`src/rtl/stickman_motion_if.sv`:
```
// ----------------------------------------------------------------------------
// stickman_motion_if
//   Bundles the signals exchanged between game_logic and the stickman physics
//   block. The master side (game_logic / testbench) drives the frame strobe,
//   key, game status and terrain height. The slave side (stickman_motion)
//   returns the stickman's position, velocity, airborne flag and animation
//   frame.
//
//   frame_clk       master->slave  ~60 Hz frame strobe, synchronous to Clk
//   keycode[7:0]    master->slave  last received key
//   status[3:0]     master->slave  {waiting,playing,win,lose}
//   GroundY[9:0]    master->slave  ground surface row under the stickman
//   StickmanBottom  slave->master  current bottom row of the stickman
//   StickmanVelY    slave->master  signed vertical velocity (+ = down)
//   Airborne        slave->master  1 while rising or falling
//   AnimFrame[1:0]  slave->master  run-cycle frame index 0..3
// ----------------------------------------------------------------------------
interface stickman_motion_if;
    logic              frame_clk;
    logic [7:0]        keycode;
    logic [3:0]        status;
    logic [9:0]        GroundY;
    logic [9:0]        StickmanBottom;
    logic signed [9:0] StickmanVelY;
    logic              Airborne;
    logic [1:0]        AnimFrame;

    modport master (
        output frame_clk, keycode, status, GroundY,
        input  StickmanBottom, StickmanVelY, Airborne, AnimFrame
    );

    modport slave (
        input  frame_clk, keycode, status, GroundY,
        output StickmanBottom, StickmanVelY, Airborne, AnimFrame
    );
endinterface

```
`src/rtl/stickman_motion.sv`:
```
// ----------------------------------------------------------------------------
// stickman_motion
//   Once per frame, integrates the stickman's jump/gravity physics against the
//   terrain height and advances the running-animation frame index.
//   Screen y grows downward; valid rows are 0..MAX_Y.
//
//   Clk     in   system clock
//   Reset   in   synchronous, active-high reset
//   bus     slave modport of stickman_motion_if (frame strobe, key, status,
//           ground height in; position, velocity, airborne, anim frame out)
// ----------------------------------------------------------------------------
module stickman_motion #(
    parameter int          START_Y    = 400,
    parameter int          MAX_Y      = 479,
    parameter int          JUMP_V     = 12,
    parameter int          GRAVITY    = 1,
    parameter int          MAX_FALL_V = 15,
    parameter int          STEP_UP    = 4,
    parameter int          ANIM_DIV   = 6,
    parameter logic [7:0]  JUMP_KEY   = 8'h2C
) (
    input  logic              Clk,
    input  logic              Reset,
    stickman_motion_if.slave  bus
);
    localparam logic [3:0] ST_WAIT = 4'b1000;
    localparam logic [3:0] ST_PLAY = 4'b0100;
    localparam int         CNT_W   = (ANIM_DIV > 1) ? $clog2(ANIM_DIV) : 1;

    typedef enum logic [1:0] {GROUNDED, RISING, FALLING} state_t;

    state_t            r_state,    w_state_nx;
    logic [9:0]        r_bottom,   w_bottom_nx;
    logic signed [9:0] r_vel,      w_vel_nx;
    logic [1:0]        r_anim,     w_anim_nx;
    logic [CNT_W-1:0]  r_anim_cnt, w_anim_cnt_nx;
    logic              r_jump_req, w_jump_req_nx;
    logic              r_frame_d;
    logic              r_key_prev;

    logic               w_tick;
    logic               w_key_is_jump;
    logic               w_press;
    logic               w_play;
    logic               w_wait;
    logic               w_jump;
    logic signed [10:0] w_bottom_s;
    logic signed [10:0] w_vel_s;
    logic signed [10:0] w_ground_s;
    logic signed [10:0] w_nb;
    logic signed [10:0] w_vel_sum;

    assign w_tick        = bus.frame_clk & ~r_frame_d;
    assign w_key_is_jump = (bus.keycode == JUMP_KEY);
    assign w_press       = w_key_is_jump & ~r_key_prev;
    assign w_play        = (bus.status == ST_PLAY);
    assign w_wait        = (bus.status == ST_WAIT);
    // A press landing on the tick cycle counts for that same tick.
    assign w_jump        = r_jump_req | (w_press & w_play);

    // 11-bit signed working copies so Bottom+vel can go below 0 or above MAX_Y.
    assign w_bottom_s = $signed({1'b0, r_bottom});
    assign w_vel_s    = {r_vel[9], r_vel};
    assign w_ground_s = $signed({1'b0, bus.GroundY});
    assign w_nb       = w_bottom_s + w_vel_s;

    // NOTE: every combinational output gets a default before any branch, so no
    // path leaves a variable unassigned and no latch is inferred.
    always_comb begin
        w_state_nx    = r_state;
        w_bottom_nx   = r_bottom;
        w_vel_nx      = r_vel;
        w_anim_nx     = r_anim;
        w_anim_cnt_nx = r_anim_cnt;
        w_vel_sum     = '0;
        // Requests never outlive a tick and are dropped outside PLAY.
        w_jump_req_nx = w_play & ~w_tick & w_jump;

        if (w_tick && w_wait) begin
            w_state_nx    = GROUNDED;
            w_bottom_nx   = 10'(START_Y);
            w_vel_nx      = '0;
            w_anim_nx     = '0;
            w_anim_cnt_nx = '0;
        end else if (w_tick && w_play) begin
            case (r_state)
                GROUNDED: begin
                    if (r_anim_cnt == CNT_W'(ANIM_DIV - 1)) begin
                        w_anim_cnt_nx = '0;
                        w_anim_nx     = r_anim + 2'd1;
                    end else begin
                        w_anim_cnt_nx = r_anim_cnt + 1'b1;
                    end

                    if (w_jump) begin
                        w_vel_nx   = -$signed(10'(JUMP_V));
                        w_state_nx = RISING;
                    end else if (bus.GroundY > r_bottom) begin
                        w_vel_nx   = $signed(10'(GRAVITY));
                        w_state_nx = FALLING;
                    end else if ((r_bottom - bus.GroundY) <= 10'(STEP_UP)) begin
                        // Small rise (or none): climb onto it. Larger rises are
                        // left for game_logic to treat as a crash.
                        w_bottom_nx = bus.GroundY;
                    end
                end

                RISING, FALLING: begin
                    if (!r_vel[9] && (r_bottom <= bus.GroundY) && (w_nb >= w_ground_s)) begin
                        w_bottom_nx   = bus.GroundY;
                        w_vel_nx      = '0;
                        w_state_nx    = GROUNDED;
                        w_anim_cnt_nx = '0;
                    end else begin
                        if (w_nb < 0) begin
                            // Hit the top of the screen: kill the upward speed.
                            w_bottom_nx = '0;
                            w_vel_sum   = '0;
                        end else if (w_nb > $signed(11'(MAX_Y))) begin
                            w_bottom_nx = 10'(MAX_Y);
                            w_vel_sum   = w_vel_s;
                        end else begin
                            w_bottom_nx = w_nb[9:0];
                            w_vel_sum   = w_vel_s;
                        end
                        w_vel_sum = w_vel_sum + $signed(11'(GRAVITY));
                        if (w_vel_sum > $signed(11'(MAX_FALL_V))) begin
                            w_vel_sum = $signed(11'(MAX_FALL_V));
                        end
                        w_vel_nx   = w_vel_sum[9:0];
                        w_state_nx = (w_vel_sum < 0) ? RISING : FALLING;
                    end
                end

                default: w_state_nx = GROUNDED;
            endcase
        end
    end

    // NOTE: sequential state uses non-blocking assignments so every register
    // samples the pre-edge values, independent of statement order.
    always_ff @(posedge Clk) begin
        if (Reset) begin
            r_state    <= GROUNDED;
            r_bottom   <= 10'(START_Y);
            r_vel      <= '0;
            r_anim     <= '0;
            r_anim_cnt <= '0;
            r_jump_req <= 1'b0;
            r_frame_d  <= 1'b0;
            r_key_prev <= 1'b0;
        end else begin
            r_state    <= w_state_nx;
            r_bottom   <= w_bottom_nx;
            r_vel      <= w_vel_nx;
            r_anim     <= w_anim_nx;
            r_anim_cnt <= w_anim_cnt_nx;
            r_jump_req <= w_jump_req_nx;
            r_frame_d  <= bus.frame_clk;
            r_key_prev <= w_key_is_jump;
        end
    end

    assign bus.StickmanBottom = r_bottom;
    assign bus.StickmanVelY   = r_vel;
    assign bus.Airborne       = (r_state != GROUNDED);
    assign bus.AnimFrame      = r_anim;

endmodule

```
`src/flat_wrapper.sv`:
```
// flat-port wrapper written by rule: the top's interface ports become plain ports
module stickman_motion_flat 
#(
    parameter int          START_Y    = 400,
    parameter int          MAX_Y      = 479,
    parameter int          JUMP_V     = 12,
    parameter int          GRAVITY    = 1,
    parameter int          MAX_FALL_V = 15,
    parameter int          STEP_UP    = 4,
    parameter int          ANIM_DIV   = 6,
    parameter logic [7:0]  JUMP_KEY   = 8'h2C
)
  (Clk, Reset, bus_frame_clk, bus_keycode, bus_status, bus_GroundY, bus_StickmanBottom, bus_StickmanVelY, bus_Airborne, bus_AnimFrame);
  stickman_motion_if bus_i ();
  input  logic Clk;
  input  logic Reset;
  input wire logic [$bits(bus_i.frame_clk)-1:0] bus_frame_clk;
  input wire logic [$bits(bus_i.keycode)-1:0] bus_keycode;
  input wire logic [$bits(bus_i.status)-1:0] bus_status;
  input wire logic [$bits(bus_i.GroundY)-1:0] bus_GroundY;
  output wire logic [$bits(bus_i.StickmanBottom)-1:0] bus_StickmanBottom;
  output wire logic [$bits(bus_i.StickmanVelY)-1:0] bus_StickmanVelY;
  output wire logic [$bits(bus_i.Airborne)-1:0] bus_Airborne;
  output wire logic [$bits(bus_i.AnimFrame)-1:0] bus_AnimFrame;
  assign bus_i.frame_clk = bus_frame_clk;
  assign bus_i.keycode = bus_keycode;
  assign bus_i.status = bus_status;
  assign bus_i.GroundY = bus_GroundY;
  assign bus_StickmanBottom = bus_i.StickmanBottom;
  assign bus_StickmanVelY = bus_i.StickmanVelY;
  assign bus_Airborne = bus_i.Airborne;
  assign bus_AnimFrame = bus_i.AnimFrame;
  stickman_motion #(.START_Y(START_Y), .MAX_Y(MAX_Y), .JUMP_V(JUMP_V), .GRAVITY(GRAVITY), .MAX_FALL_V(MAX_FALL_V), .STEP_UP(STEP_UP), .ANIM_DIV(ANIM_DIV), .JUMP_KEY(JUMP_KEY)) u_core (.Clk(Clk), .Reset(Reset), .bus(bus_i));
endmodule
```
`config.mk`:
```
export PLATFORM = sky130hd
export DESIGN_NAME = stickman_motion_flat
export DESIGN_NICKNAME = d
export VERILOG_FILES = /design/src/rtl/stickman_motion_if.sv /design/src/rtl/stickman_motion.sv /design/src/flat_wrapper.sv
export SDC_FILE = /design/constraint.sdc
export NUM_CORES = 1
export LEC_CHECK = 0
export CELL_PAD_IN_SITES_DETAIL_PLACEMENT = 0
export CELL_PAD_IN_SITES_GLOBAL_PLACEMENT = 2
export CORE_ASPECT_RATIO = 1.2
export CORE_UTILIZATION = 32
export CTS_CLUSTER_DIAMETER = 40
export DETAILED_ROUTE_END_ITERATION = 6
export GPL_TIMING_DRIVEN = 0
export PLACE_DENSITY_LB_ADDON = 0.1
export SYNTH_ARGS = -nofsm -noshare
export SYNTH_HDL_FRONTEND = slang
export SYNTH_SLANG_ARGS = --single-unit
```
`constraint.sdc`:
```
create_clock -name Clk -period 5.5 [get_ports Clk]
set_input_delay 1.1 -clock Clk [delete_from_list [all_inputs] [get_ports Clk]]
set_output_delay 1.1 -clock Clk [all_outputs]
set_load 0.01 [all_outputs]
```
# [Word-level counts from Yosys, hierarchy flattened]
# Cells that the tools add are included.
[totals] register_bits=30 in_bits=25 output_inout_bits=23 elab_cells=85
[op_classes] n_addsub=5 order_cmp=8 n_eq_ne=11 n_mux=29 bitwise=9 n_reduce_logical=15
[op_table] cell="11-bit two-way mux" count=10
[op_table] cell="10-bit two-way mux" count=9
[op_table] cell="10-bit case mux with 2 select lines" count=2
[op_table] cell="11-bit by 1-bit < comparator with 1-bit output (second input constant)" count=2
[op_table] cell="11-bit by 10-bit adder with 11-bit output" count=1
[op_table] cell="11-bit by 2-bit adder with 11-bit output (second input constant)" count=1
[op_table] cell="11-bit >= comparator" count=1
[op_table] cell="11-bit by 10-bit greater-than comparator with 1-bit output (second input constant)" count=1
[op_table] cell="11-bit by 5-bit greater-than comparator with 1-bit output (second input constant)" count=1
[op_table] cell="10-bit greater-than comparator" count=1
[op_table] cell="10-bit <= comparator" count=1
[op_table] cell="10-bit by 3-bit <= comparator with 1-bit output (second input constant)" count=1
[op_table] cell="10-bit subtractor" count=1
[op_table] cell="3-bit AND reduction" count=3
[op_table] cell="8-bit by 6-bit == test with 1-bit output (second input constant)" count=1
[op_table] cell="2-bit two-way mux" count=4
[op_table] cell="3-bit two-way mux" count=2
[op_table] cell="3-bit case mux with 2 select lines" count=1
[op_table] cell="1-bit bitwise AND" count=5
[op_table] cell="5-bit AND reduction" count=1
[op_table] cell="4-bit by 3-bit == test with 1-bit output (second input constant)" count=1
[op_table] cell="4-bit == test (second input constant)" count=1
[op_table] cell="1-bit logical AND" count=4
[op_table] cell="2-bit by 1-bit != test with 1-bit output (second input constant)" count=2
[op_table] cell="15 further kinds" count=20

# [Longest topological paths before layout]
[depth] word_depth=18 ltp_mapped=23 depth_no_buf=22

# [Least setup slack after synthesis]
# Ideal clock, no wire load.
[synth_path] path_kind="flip-flop to flip-flop" startpoint="register u_core.r_vel[0] (netlist: u_core.bus.StickmanVelY[0])" endpoint="register u_core.r_vel[4] (netlist: u_core.bus.StickmanVelY[4])" setup_ps=144 arrival_ps=4969 required_ps=5356 slack_ps=386 stages_incl_launch_ff=24 n_path_buf=2 period_less_slack_ps=5114 path_cell_list="dfxtp_1 > ha_1 > fa_1 > a21o_1 > a221oi_1 > o21bai_1 > a21oi_1 > o21bai_1 > ha_1 > clkbuf_1 > clkbuf_1 > nor2b_1 > ha_1 > nand4b_1 > o41ai_1 > o2111ai_1 > a211oi_1 > nand2_1 > ha_1 > inv_1 > a31oi_1 > nor2_1 > o31ai_1 > nor3_1"
[synth_between] elab_chain_len=16
[synth_rtl] item="start, declared" line_no="stickman_motion.sv:34" source="logic signed [9:0] r_vel, w_vel_nx;"
[synth_rtl] item="start signal, assigned" line_no="stickman_motion.sv:155" source="r_vel <= w_vel_nx;"
[synth_rtl] item="11-bit by 10-bit adder with 11-bit output" line_no="stickman_motion.sv:65" source="assign w_nb = w_bottom_s + w_vel_s;"
[synth_rtl] item="11-bit by 1-bit < comparator with 1-bit output" line_no="stickman_motion.sv:115" source="if (w_nb < 0) begin"
[synth_rtl] item="11-bit two-way mux" line_no="stickman_motion.sv:115"
[synth_rtl] item="11-bit two-way mux" line_no="stickman_motion.sv:109" source="if (!r_vel[9] && (r_bottom <= bus.GroundY) && (w_nb >= w_ground_s)) begin"
[synth_rtl] item="11-bit two-way mux" line_no="stickman_motion.sv:86" source="case (r_state)"
[synth_rtl] item="11-bit two-way mux" line_no="stickman_motion.sv:85" source="end else if (w_tick && w_play) begin"
[synth_rtl] item="11-bit two-way mux" line_no="stickman_motion.sv:79" source="if (w_tick && w_wait) begin"
[synth_rtl] item="11-bit by 2-bit adder with 11-bit output" line_no="stickman_motion.sv:126" source="w_vel_sum = w_vel_sum + $signed(11'(GRAVITY));"
[synth_rtl] item="11-bit by 5-bit greater-than comparator with 1-bit output" line_no="stickman_motion.sv:127" source="if (w_vel_sum > $signed(11'(MAX_FALL_V))) begin"
[synth_rtl] item="11-bit two-way mux" line_no="stickman_motion.sv:127"
[synth_rtl] item="11-bit two-way mux" line_no="stickman_motion.sv:109"
[synth_rtl] item="11-bit two-way mux" line_no="stickman_motion.sv:86"
[synth_rtl] item="11-bit two-way mux" line_no="stickman_motion.sv:85"
[synth_rtl] item="11-bit two-way mux" line_no="stickman_motion.sv:79"
[synth_rtl] item="10-bit two-way mux *" line_no="stickman_motion.sv:109"
[synth_rtl] item="10-bit case mux with 2 select lines *" line_no="stickman_motion.sv:86"
# Every way passes the cells marked *; elsewhere a longest branch is shown, timed or not. The select of a mux whose other input is x is not followed.
# A chain may end at the register's enable or synchronous reset.

# [Worst setup path after layout]
# Ends and elaborated chain as after synthesis.

==> results.cfg <==
[sta]
fin_ws_ps = 289
clock.fmax_mhz = 192
setup_violations = 0
worst_pin_slew_ps = 1100
maxSlewHeadroom = 0.270
finalHoldWorstSlack_ps = 513
fin_worst_skew_ps = 4.03
fin_crit_ps = 5210
final_hold_viol_count = 0
rsz0062_at_grt = no
finalCritPeriodShare = 0.947
fin_tns_setup_ps = 0
slew_violations = 0

[grt]
grt_max_degree = 12
grt.total_usage = 0.204
gr-total-overflow = 0
antenna_found_initial = 0
grt_pass1_wl_mm = 14.9
grt_pass1_vias = 2932

[cells_and_area]
area_delta_synth_final_pct = 30.8
final_cell_mix = 47 x clkdlybuf4s50_1, 34 x ha_1, 33 x nor2_1
post-route-cell-area_sq_um = 3860
diodes = 0
layout.nets = 507
fin_util = 0.429
final_cells = 566
layout_commonest_cell = clkdlybuf4s50_1
drive_above_1_share = 0.119

[synth]
ys_ff_latch = 30
synthCells = 379
async_reset_ff_frac = 0
synth_cell_types = 58
syn-num-nets = 441
synth.yosys.seq_area_share = 0.204
yosys_warnings = 0
syn_area_per_cell_sq_um = 7.78
syn-cell-area_sq_um = 2950
synth_edf_count = 0
synth-main-ff-cell = dfxtp_1

[routing]
drt-pass1-iter-count = 6
wl_per_cell_um = 16.3
antenna_left = 0
wirelength_mm = 9.21
vias_per_cell = 5.26
drt_iter0_markers = 143
drc_errors = 1
num_vias = 2976

[die]
die_area_sq_um = 9610
num_rows = 38
fp.dieW_um = 89.7
ios = 48
start_util = 0.328
core_area_sq_um = 8990
die_y_um = 107

[placement]
hpwl_mm = 7.19
place_congestion = 0.809
pre_cts_ws_ps = -995
place_area_sq_um = 3570
port_buffers = 47
placed_cells = 546

[hold_path]
hold_class = reg2reg

[critical_path]
worst-path-buf-inv = 9
arrival_ps = 5380
critPathTopFamily = compound AO/OA/AOI/OAI gates
slowest_stage = o41ai_4
cpMostUsedCell = buf_4
required_ps = 5660
cpPeakStageDelay_ps = 400
path_class = reg2reg
end_kind = register
start_kind = register
cp_max_fo = 10

[clock_tree]
root_buffer = clkbuf_8
cts_made_buffers = 5
cts_buffer_depth = 2
htree_levels = 2
clock_sinks = 30
clk_latency_ps = 290
hold_buffers = 0
cts_tree = built
clk_pin_slew_ps = 80

[power]
total_power_mw = 0.489
p_per_area_nw_per_um2 = 127
ir_drop_mv = 0.0649
cellLeakagePower_nw = 1.51

[run]
maxCapViolCount = 0

[run_status]
violations = DRC
status = complete, but fails checks
==> registers in the layout (all words and copies together), names as in the netlist <==
signal	cells
u_core.bus.StickmanBottom	10
u_core.bus.StickmanVelY	10
u_core.r_anim_cnt	3
u_core.bus.AnimFrame	2
u_core.r_state	2
u_core.r_frame_d	1
u_core.r_jump_req	1
u_core.r_key_prev	1
==> final cells by class <==
class | count | area, sq um
Multi-Input combinational cell | 314 | 2300
Sequential cell | 30 | 607
Fill cell | 937 | 5130
Inverter | 25 | 93.8
Clock buffer | 5 | 68.8
Buffer | 10 | 56.3
Clock inverter | 3 | 21.3
Timing Repair Buffer | 59 | 561
Tap cell | 120 | 150
==> cell usage after synthesis (5+ instances only) <==
| cell type | n | share of area |
|---|---|---|
| o21a_1 | 9 | 0.023 |
| nor2_1 | 33 | 0.042 |
| a211oi_1 | 10 | 0.025 |
| and3_1 | 5 | 0.011 |
| a21oi_1 | 31 | 0.053 |
| a22oi_1 | 6 | 0.015 |
| nand3_1 | 9 | 0.015 |
| nor2b_1 | 10 | 0.021 |
| ha_1 | 36 | 0.15 |
| o21ai_0 | 24 | 0.041 |
| xnor2_1 | 8 | 0.024 |
| nor3_1 | 16 | 0.027 |
| inv_1 | 25 | 0.032 |
| nand2_1 | 18 | 0.023 |
| clkbuf_1 | 9 | 0.011 |
| a221oi_1 | 8 | 0.024 |
| nand2b_1 | 9 | 0.019 |
| dfxtp_1 | 30 | 0.20 |
| a21o_1 | 6 | 0.015 |
| xor2_1 | 8 | 0.024 |
==> path summary, 6_finish.rpt <==
path                                                   start                      endpoint  slack (ps)  cells past startpoint
worst min register to register  u_core.bus.StickmanBottom[3]  u_core.bus.StickmanBottom[3]         510                      2
worst max register to register    u_core.bus.StickmanVelY[0]    u_core.bus.StickmanVelY[4]         290                     26
worst max-delay path              u_core.bus.StickmanVelY[0]    u_core.bus.StickmanVelY[4]         290                     26
worst min-delay path            u_core.bus.StickmanBottom[3]  u_core.bus.StickmanBottom[3]         510                      2
==> worst reg2reg max path, stage by stage (launching register included) <==
cell and delay (ps):
dfxtp_4 380, ha_2 210, fa_2 360, a21o_1 220, a221oi_2 270, o21bai_1 150, a21oi_1 140, o21bai_1 100
ha_1 350, buf_6 160, buf_4 180, nor2b_4 120, ha_2 200, nand4b_1 180, o41ai_4 400, buf_4 170
buf_4 90, buf_4 90, buf_4 90, buf_4 90, inv_1 40, ha_1 280, inv_1 70, a31oi_4 170
nor2_1 90, o31ai_4 380, nor3_1 100
==> where the power goes <==
| part | total [mW] | internal (mW) | switching (mW) |
|---|---|---|---|
| registers | 0.220 | 0.218 | 0.00186 |
| logic | 0.0810 | 0.0398 | 0.0412 |
| clock network | 0.189 | 0.0889 | 0.0997 |
| total | 0.489 | 0.347 | 0.143 |
==> metal layers <==
layer  vias up  routed length (um)  track usage  share of wire
met1      1382                4170        0.250           0.45
met4         0                  97       0.0533          0.011
li1       1549                   -            -              -
met2        38                4700        0.365           0.51
met3         7                 245       0.0277          0.027
met5         -                   0            0              0
==> cells by family after synthesis <==
family | synth area share
AND/OR/NAND/NOR | 0.241
AO/OA/AOI/OAI | 0.291
adder cells (fa/ha/maj) | 0.159
buffers and inverters | 0.0471
flip-flops | 0.204
XOR/XNOR | 0.0475
multiplexers | 0.0106
==> repair_timing <==
action | in CTS | in global routing
pin swaps | 4 | 11
setup endpoints to repair | 12 | 9
buffers inserted | 8 | 4
gates resized for setup | 10 | 17
Note: power is estimated with default switching activity, not from simulation.
==> edit 1 (config.mk and constraints unchanged) <==
The 3 states of `state_t` get a one-hot encoding in 3 bits.
--- a/src/rtl/stickman_motion.sv
+++ b/src/rtl/stickman_motion.sv
@@ -28,5 +28,5 @@
     localparam int         CNT_W   = (ANIM_DIV > 1) ? $clog2(ANIM_DIV) : 1;
 
-    typedef enum logic [1:0] {GROUNDED, RISING, FALLING} state_t;
+    typedef enum logic [2:0] {GROUNDED = 3'b001, RISING = 3'b010, FALLING = 3'b100} state_t;
 
     state_t            r_state,    w_state_nx;
Function: same outputs for any inputs over 4 cycles, from zero or initial values and one cycle with Reset high; so few cycles prove little.
==> edit 1 against the original RTL <==
Setup slack improved by 0.085 ns; clock skew rose by 0.0041 ns; wire length shrank 2.1%; synthesized area up 1.9%; design area is 1.4% lower; power grew 16%; sequential cell count grew 1; core utilization fell by 1.0 points.
==> edit 1: results (changes against the original RTL) <==
NetSw = 147 µW (+3.1%)
Leakage = 0.00153 µW (+1.4%)
Critical Path End = u_core.bus.StickmanVelY[7]
Layout cells sized above 1 = 10.7% (-1.1 points)
Largest net degree at the start of global routing = 11 (-1)
Number of clock sinks = 31 (+3.3%)
Syn Nets = 435 (-1.4%)
GP Congestion = 0.792 (-2.1%)
Clk_buf instances = 6 (+1)
Compound-Gate Fraction of Synth Area = 29.9% (+0.83 points)
1st-iter DRT viols = 71 (-50%)
Non-clock buffer share = 14.2% (-1.8 points)
Gr usage total = 19.0% (-1.4 points)
Final clock-cell share = 3.09% (+0.76 points)
Seq pwr share = 40.4% (-4.5 points)
Tcrit/Tclk final = 93.2% (-1.5 points)
Detailed Route WL = 9.02 mm (-2.1%)
Unique masters post-synth = 65 (+12%)
Synth Area in XOR/XNOR = 5.24% (+0.49 points)
Worst R2R Path Depth = 24 (-7.7%)
Worst hold start = u_core.r_state[2]
Register fraction of the total cell area = 16.3% (+0.62 points)
Combinational power share = 17.2% (+0.7 points)
VDD IR max = 0.000129 V (+99%)
Hold Slack = 0.485 ns (-0.0276 ns)
Vias in the first global route = 2906 (-0.89%)
Layout fillers = 930 (-0.75%)
DP Worst Slack = -1.23 ns (-0.239 ns)
Placed cell areas = 0.00363 mm² (+1.6%)
Top post-synthesis cells by area = dfxtp_1, ha_1, nor2_1
Sequential Area = 622 µm² (+2.5%)
Pwr per Cell Area = 149 mW/mm² (+17%)
Number of non-clock inverters in the layout = 26 (+4.0%)
Register area share after synthesis = 20.6% (+0.28 points)
Status = complete, no violations
Post-synthesis adder-cell area fraction = 14.8% (-1.1 points)
Skew final = 0.00813 ns (+0.00410 ns)
Worst path slowest cell = fa_1
Nets@finish = 487 (-3.9%)
edit 1: cell count changes in the layout (fill, tap and decap cells not counted), moves of 4 or more:
| cell | unedited run | this run |
|---|---|---|
| buf_4 | 13 | 0 |
| a221oi_1 | 7 | 0 |
| a22oi_1 | 6 | 1 |
| nor2_1 | 33 | 39 |
| nor3_1 | 14 | 7 |
| nand2b_1 | 9 | 5 |
| a31oi_1 | 3 | 11 |
| a211oi_1 | 9 | 4 |
| a21oi_1 | 31 | 24 |
| a221oi_2 | 1 | 5 |
| o21ai_0 | 24 | 18 |
edit 1: routing by layer:
layer / part of all wire [%] / global-route usage [%] / up-vias
met5: 0 / 0 / -
met4: 2.1 / 6.22 / 0
met3: 2.6 / 2.04 / 11
met2: 51 / 35.4 / 56
met1: 44 / 22.5 / 1397
li1: - / - / 1492
edit 1: repair_timing:
action                     CTS  global route
setup endpoints to repair   12            11
hold endpoints to repair     0             0
resized for setup           11             6
buffers inserted             0             0
pin swaps                    1             1
==> edit 2 (same flow settings) <==
Without the edit above. `ANIM_DIV` is set to 6 in 2 places; all go to 3.
--- a/src/rtl/stickman_motion.sv
+++ b/src/rtl/stickman_motion.sv
@@ -17,5 +17,5 @@
     parameter int          MAX_FALL_V = 15,
     parameter int          STEP_UP    = 4,
-    parameter int          ANIM_DIV   = 6,
+    parameter int          ANIM_DIV   = 3,
     parameter logic [7:0]  JUMP_KEY   = 8'h2C
 ) (
--- a/src/flat_wrapper.sv
+++ b/src/flat_wrapper.sv
@@ -8,5 +8,5 @@
     parameter int          MAX_FALL_V = 15,
     parameter int          STEP_UP    = 4,
-    parameter int          ANIM_DIV   = 6,
+    parameter int          ANIM_DIV   = 3,
     parameter logic [7:0]  JUMP_KEY   = 8'h2C
 )
Formal check against the unedited RTL: not equivalent (a bounded check fails within 10 cycles, from zero or initial values and one cycle with Reset high).
==> edit 2 against the original RTL <==
Critical endpoint unchanged; highest routed layer unchanged; setup slack got worse by 0.037 ns; via count down 0.27%; synthesized area about the same; critical path type unchanged; largest power group unchanged; global-route usage down 0.36 points; design area shrank 0.42%; wire length is 2.0% higher; sequential cell count shrank 1; die area about the same; core utilization fell by 0.18 points; power grew 17%.
==> edit 2: results (changes against the original RTL) <==
Tcrit/Tclk final = 95.4% (+0.67 points)
Avg WL per Cell = 17.1 µm (+5.1%)
Vias per cell = 5.41 (+2.8%)
Hold Slack = 0.487 ns (-0.0257 ns)
Number of non-clock inverters in the layout = 26 (+4.0%)
Clk_buf instances = 7 (+2)
Synth Register Bits = 29 (-3.3%)
VDD IR max = 0.0000711 V (+9.6%)
GR Util met1 = 25.6% (+0.54 points)
Synth cell count leaders = ha_1, nor2_1, dfxtp_1
Layout cells sized above 1 = 14.2% (+2.3 points)
Crit path largest cell delay = 0.57 ns (+0.17 ns)
Met2 GRT Util = 35.1% (-1.4 points)
Pwr per Cell Area = 149 mW/mm² (+18%)
Combinational power = 146 µW (+80%)
Vias in the first global route = 2790 (-4.8%)
Seq pwr share = 38.4% (-6.5 points)
Worst path slowest cell = or4_4
R2R Setup Slk = 0.25 ns (-0.04 ns)
Dpl hpwl = 7.33 mm (+2.0%)
Worst hold endpoint = u_core.r_anim_cnt[0]
Max_slew headroom = 55.4% (+28 points)
Non-CTS buffers = 64 (-7.2%)
Final clock-cell share = 2.64% (+0.30 points)
Core Util, Final = 42.8% (-0.18 points)
Skew final = 0.0108 ns (+0.00678 ns)
Gr usage total = 20.0% (-0.36 points)
#MultiIn Comb = 302 (-3.8%)
Top post-synthesis cells by area = dfxtp_1, ha_1, xnor2_1
Register area share after synthesis = 19.7% (-0.67 points)
Placed cell areas = 0.00357 mm² (about the same)
Leakage = 0.00152 µW (+0.25%)
Detailed Route WL = 9.39 mm (+2.0%)
First-pass GRT wire length = 14.5 mm (-2.7%)
Syn Inst Count = 365 (-3.7%)
1st-iter DRT viols = 82 (-43%)
DP Worst Slack = -0.612 ns (+0.382 ns)
Status = complete, no violations
Largest net degree at the start of global routing = 11 (-1)
GP Congestion = 0.798 (-1.4%)
Met1 WL = 4.23 mm (+1.5%)
Layout fillers = 936 (-0.11%)
Worst R2R Path Depth = 25 (-3.8%)
[edit 2: cell types whose count changed after synthesis, moves of 6 or more]
cell      delta
a21oi_1      -9
nand2_1      +8
a221oi_1     -7
a31oi_1      +7
clkbuf_1     -6
xnor2_1      +6
[edit 2: kinds of logic (layout without fill, tap and decap cells)]
group / Yosys count / in the layout / share of synthesized area, %
DFF: 29 / 29 / 19.7
AOI/OAI and AO/OA: 110 / 110 / 27.0
buffers and inverters: 34 / 98 / 4.92
adders and majority gates: 37 / 37 / 16.0
and+or+nand+nor: 134 / 134 / 26.1
xor gates and xnor gates: 19 / 19 / 5.64
muxes: 2 / 2 / 0.679
[edit 2: what timing repair did]
| action | CTS | global route |
|---|---|---|
| setup endpoints to repair | 10 | 8 |
| hold endpoints to repair | 0 | 0 |
| pin swaps | 2 | 9 |
| resized for setup | 10 | 15 |
| buffers inserted | 1 | 8 |
